### config.mk
export PLATFORM = sky130hd
export DESIGN_NAME = uart_prog_loader
export DESIGN_NICKNAME = d
export VERILOG_FILES = /design/src/rtl/uart_prog_loader.sv
export SDC_FILE = /design/constraint.sdc
export NUM_CORES = 1
export LEC_CHECK = 0
export ABC_AREA = 1
export BUFFER_PORTS_ARGS = -buffer_cell sky130_fd_sc_hd__buf_2
export CORE_MARGIN = 2
export CORE_UTILIZATION = 55
export DETAILED_ROUTE_END_ITERATION = 16
export PLACE_DENSITY = 0.81
export SLEW_MARGIN = 15
export SYNTH_ARGS = -nofsm -noshare
export SYNTH_HDL_FRONTEND = slang
export SYNTH_SLANG_ARGS = --single-unit
### constraint.sdc
create_clock -name clk_i -period 1.9 [get_ports clk_i]
set_input_delay 0.095 -clock clk_i [delete_from_list [all_inputs] [get_ports clk_i]]
set_output_delay 0.095 -clock clk_i [all_outputs]
set_load 0.05 [all_outputs]
### src/rtl/uart_prog_loader.sv
// uart_prog_loader: packs UART bytes into big-endian words, writes them to instruction
// memory over req/gnt, and holds the core in reset until the terminator word arrives.
module uart_prog_loader #(
    parameter int          ADDR_W         = 14,
    parameter logic [31:0] EOF_WORD       = 32'h0000_0FFF,
    parameter int          TIMEOUT_CYCLES = 100000
) (
    input  logic              clk_i,
    input  logic              rst_i,
    input  logic              en_i,
    input  logic              rx_valid_i,
    input  logic [7:0]        rx_byte_i,
    output logic              mem_req_o,
    output logic              mem_we_o,
    output logic [ADDR_W-1:0] mem_addr_o,
    output logic [31:0]       mem_wdata_o,
    input  logic              mem_gnt_i,
    output logic              ready_o,
    output logic              done_o,
    output logic              core_rst_o,
    output logic [ADDR_W:0]   word_count_o,
    output logic              err_o,
    output logic [1:0]        err_code_o
);
    localparam int            TW       = $clog2(TIMEOUT_CYCLES + 1);
    localparam logic [TW-1:0] TMO_LAST = TW'(TIMEOUT_CYCLES - 1);

    typedef enum logic [2:0] {IDLE, RECV, WRITE, DONE, ERR} state_t;

    state_t          r_state;
    logic [31:0]     r_word;
    logic [1:0]      r_bidx;
    logic [ADDR_W:0] r_addr;
    logic            r_pend_v;
    logic [7:0]      r_pend_b;
    logic [TW-1:0]   r_tmo;
    logic            r_req;
    logic            r_ready;
    logic            r_done;
    logic            r_core_rst;
    logic            r_err;
    logic [1:0]      r_err_code;

    logic            w_have;
    logic [7:0]      w_byte;
    logic [31:0]     w_word;

    // The buffered byte always goes first; a fresh rx byte then takes its place.
    assign w_have = r_pend_v | rx_valid_i;
    assign w_byte = r_pend_v ? r_pend_b : rx_byte_i;
    assign w_word = {r_word[23:0], w_byte};

    assign mem_req_o    = r_req;
    assign mem_we_o     = r_req;
    assign mem_addr_o   = r_addr[ADDR_W-1:0];
    assign mem_wdata_o  = r_word;
    assign ready_o      = r_ready;
    assign done_o       = r_done;
    assign core_rst_o   = r_core_rst;
    assign word_count_o = r_addr;
    assign err_o        = r_err;
    assign err_code_o   = r_err_code;

    always_ff @(posedge clk_i) begin
        if (rst_i) begin
            r_state    <= IDLE;
            r_word     <= '0;
            r_bidx     <= '0;
            r_addr     <= '0;
            r_pend_v   <= 1'b0;
            r_pend_b   <= '0;
            r_tmo      <= '0;
            r_req      <= 1'b0;
            r_ready    <= 1'b0;
            r_done     <= 1'b0;
            r_core_rst <= 1'b1;
            r_err      <= 1'b0;
            r_err_code <= 2'd0;
        end else if (!en_i && (r_state == RECV || r_state == DONE)) begin
            r_state    <= IDLE;
            r_bidx     <= '0;
            r_addr     <= '0;
            r_pend_v   <= 1'b0;
            r_tmo      <= '0;
            r_ready    <= 1'b0;
            r_done     <= 1'b0;
            r_core_rst <= 1'b1;
        end else begin
            case (r_state)
                IDLE: if (en_i) r_state <= RECV;
                RECV: begin
                    r_ready  <= 1'b1;
                    r_pend_v <= r_pend_v & rx_valid_i;
                    if (rx_valid_i) r_pend_b <= rx_byte_i;
                    r_tmo <= (w_have || r_bidx == 2'd0) ? '0 : r_tmo + TW'(1);
                    if (w_have) begin
                        r_word <= w_word;
                        r_bidx <= r_bidx + 2'd1;
                        if (r_bidx == 2'd3) begin
                            r_ready <= 1'b0;
                            if (w_word == EOF_WORD) begin
                                r_state    <= DONE;
                                r_done     <= 1'b1;
                                r_core_rst <= 1'b0;
                            end else if (r_addr[ADDR_W]) begin
                                r_state    <= ERR;
                                r_err      <= 1'b1;
                                r_err_code <= 2'd2;
                            end else begin
                                r_state <= WRITE;
                                r_req   <= 1'b1;
                            end
                        end
                    end else if (r_bidx != 2'd0 && r_tmo == TMO_LAST) begin
                        r_state    <= ERR;
                        r_ready    <= 1'b0;
                        r_err      <= 1'b1;
                        r_err_code <= 2'd3;
                    end
                end
                WRITE: begin
                    if (rx_valid_i && r_pend_v) begin
                        r_state    <= ERR;
                        r_req      <= 1'b0;
                        r_err      <= 1'b1;
                        r_err_code <= 2'd1;
                    end else begin
                        if (rx_valid_i) begin
                            r_pend_v <= 1'b1;
                            r_pend_b <= rx_byte_i;
                        end
                        // A falling en_i is honoured in RECV once the handshake completes.
                        if (mem_gnt_i) begin
                            r_req   <= 1'b0;
                            r_addr  <= r_addr + (ADDR_W + 1)'(1);
                            r_state <= RECV;
                        end
                    end
                end
                default: ;
            endcase
        end
    end
endmodule

==> out/results.ini <==
[outcome]
outcome=complete, no violations

[power]
vdd_drop_max_v=0.000763
p_leak_nw=2.24
powerDensity_nw_per_um2=1160

[placed_design]
placedCellCount=754
io_buffers=81
place_congestion=0.922
dp_hpwl_um=6960
placed_area_um2=4500

[logic_synthesis]
ys_seq_area_share_pct=41.4
ys_seq_elements=85
synth_ff_type=dfxtp_1
synthesis.nets=615
synth.avg_cell_area_um2=6.88
async_reset_ff_share_pct=0
synth_cell_types=36
synth_area_um2=4110
yosysWarnings=0
synthCells=598
synth_edf_count=0

[critical_path]
worstPathMaxFanout=10
r2r-start=r_state[2]
worstSetupEndpoint=word_count_o[13]
slowest_stage=dfxtp_1
cp-end-kind=flip-flop
cp-startpoint=r_state[2]
crit_buf_inv=2
worstPathArrival_ns=1.93
cp-start-kind=flip-flop
r2r_end=word_count_o[13]
critical_path_class=reg2reg
rr_worst_depth=10
max_stage_delay_ns=0.33
crit_cells=10
critPathTopFamily=simple AND/OR/NAND/NOR gates
worstPathCellList=inv_2 > nand3_2 > nor2_4 > nand2_4 > inv_2 > nand3_1 > nor3_2 > nand3_1 > nand2_1 > nor2_1
ff2ff_setup_slack_ns=0.23
worstPathRequired_ns=2.16

[finish]
syn_to_final_growth_pct=14.6
antenna_cells=0
final_cell_mix=119 x nand2_1, 91 x nor2_1, 84 x dfxtp_1
final_nets=685
drive_above_1_share_pct=20.2
final_cell_count_no_fill=772
final_common_cell=nand2_1
fin_area_um2=4710

[floorplan]
start_util_pct=56.7
fp-row-count=31
die_h_um=90.5
fp.dieW_um=90.5
ios=82
core_area_um2=7250
die_area_um2=8190

[min_path]
hold_depth=3
worstHoldPathType=in2reg

[timing]
min_period_ns=1.67
tightest_slew_ns=0.491
finalHoldViolations=0
slew_viol_final=0
whs_ns=0.0250
fin_setup_tns_ns=0
setup_viol=0
rsz0062_at_grt=false
fin_crit_sh_pct=87.9
finalClockSkew_ns=0.0142
clock.fmax_mhz=599
slew_headroom_pct=67.2

[clocking]
cts_inserted_buffers=9
htree_levels=3
clk_pin_slew_ns=0.10
insertion_delay_ns=0.35
cts_tree=yes
cts-root-buf=clkbuf_8
cts_sinks=85
clock_path_buffers=2

[grt]
grt_max_degree=44
antenna_found_initial=0
grt_overflow_total=0
grt_use_total_pct=23.2
grt_first_pass_wirelength_um=15800
grt_pass1_vias=3586

[routing]
totalWireLength_um=9330
highest_layer=met4
dr_wl_met3_um=439
drc_errors=0
wl_met1_um=4130
drt_first_pass_iters=5
ant_nets=0
dr_total_vias=3969
drt-initial-drc-count=236
via_per_inst=5.14
wl_met2_um=4610
wire_per_inst_um=12.1

[run]
cap_violations=0

[cell type report]
class | count | area [um^2]
fill | 664 | 2540
multi-input combinational | 404 | 1930
sequential | 85 | 1700
timing repair buffer | 88 | 460
inverter | 80 | 300
clock buffer | 9 | 124
tap | 99 | 124
clock inverter | 7 | 71.3
[state kept, by name, summed over array words and instances, names as in the netlist, 2 cells and up]
signal        flops
mem_wdata_o      32
word_count_o     15
r_state           3
err_code_o        2
r_bidx            2
r_tmo            17
r_pend_b          8
[tightest hold or removal path, delay by kind of cell]
| kind | cells | cell delay, ns |
|---|---|---|
| and+or+nand+nor | 1 | 0.08 |
| AOI/OAI and AO/OA | 1 | 0.08 |
| buffers and inverters | 1 | 0.09 |
[metal layers]
metal | global-route usage [%] | up-vias
met5 | 0 | -
met4 | 8.59 | 0
met3 | 3.67 | 14
met2 | 40.3 | 110
met1 | 28.9 | 1815
li1 | - | 2030
[cells by family (layout without fill, tap and decap cells)]
| logic type | count (synthesis) | in the layout | share of synthesized area (%) |
|---|---|---|---|
| XOR/XNOR | 5 | 5 | 1.06 |
| flip-flops | 85 | 85 | 41.4 |
| AND/OR/NAND/NOR | 275 | 275 | 29.5 |
| buffers and inverters | 109 | 184 | 11.7 |
| adder cells (fa/ha/maj) | 4 | 4 | 1.22 |
| AO/OA/AOI/OAI | 120 | 120 | 15.1 |
[through the flow]
step	setup slack, ns	total power, mW	util [%]
4_1_cts	0.0962	5.45	64.9
3_3_place_gp	0.153	4.14	62.0
2_1_floorplan	0.156	3.75	-
6_report	0.230	5.45	65.0
3_5_place_dp	0.113	4.18	62.0
5_1_grt	0.0334	5.77	65.0
[cell usage after synthesis (3+ instances only)]
library cell  instances  area, um^2
o21ai_1              11        55.1
nand3_1              19        95.1
nor3_1               13        65.1
o21ai_0              44         220
ha_1                  4        50.1
inv_1                68         255
nor2_1               91         342
nand3_2               4        40.0
dfxtp_1              85        1700
clkbuf_1              5        18.8
a21oi_1              58         290
buf_4                15         113
nand2_1             119         447
buf_2                 7        35.0
inv_2                12        45.0
nor2_4                5        56.3
nand4_1              10        62.6
xor2_1                5        43.8
nor2_2                3        18.8
[report_power, final]
| group | switching (mW) | internal [mW] | leakage, nW | total, mW |
|---|---|---|---|---|
| Combinational | 1.46 | 0.538 | 1.45 | 2.00 |
| Clock | 0.752 | 0.527 | 0.103 | 1.28 |
| Sequential | 0.162 | 2.01 | 0.689 | 2.18 |
[worst min path at each step]
stage / startpoint / to / slack [ns]
2_1_floorplan: rst_i / err_o / 0.16
3_3_place_gp: rst_i / err_o / 0.27
3_5_place_dp: rst_i / err_o / 0.27
4_1_cts: rx_byte_i[3] / r_pend_b[3] / 0.02
5_1_grt: rx_byte_i[3] / r_pend_b[3] / 0.06
6_report: rx_byte_i[0] / r_pend_b[0] / 0.03
[timing repair]
item | CTS | global route
endpoints found under the hold margin | 1 | 0
resized for setup | 0 | 1
buffers inserted | 0 | 1
hold buffers | 1 | 0
setup endpoints to repair | 0 | 27
(Power assumes the default switching activity.)
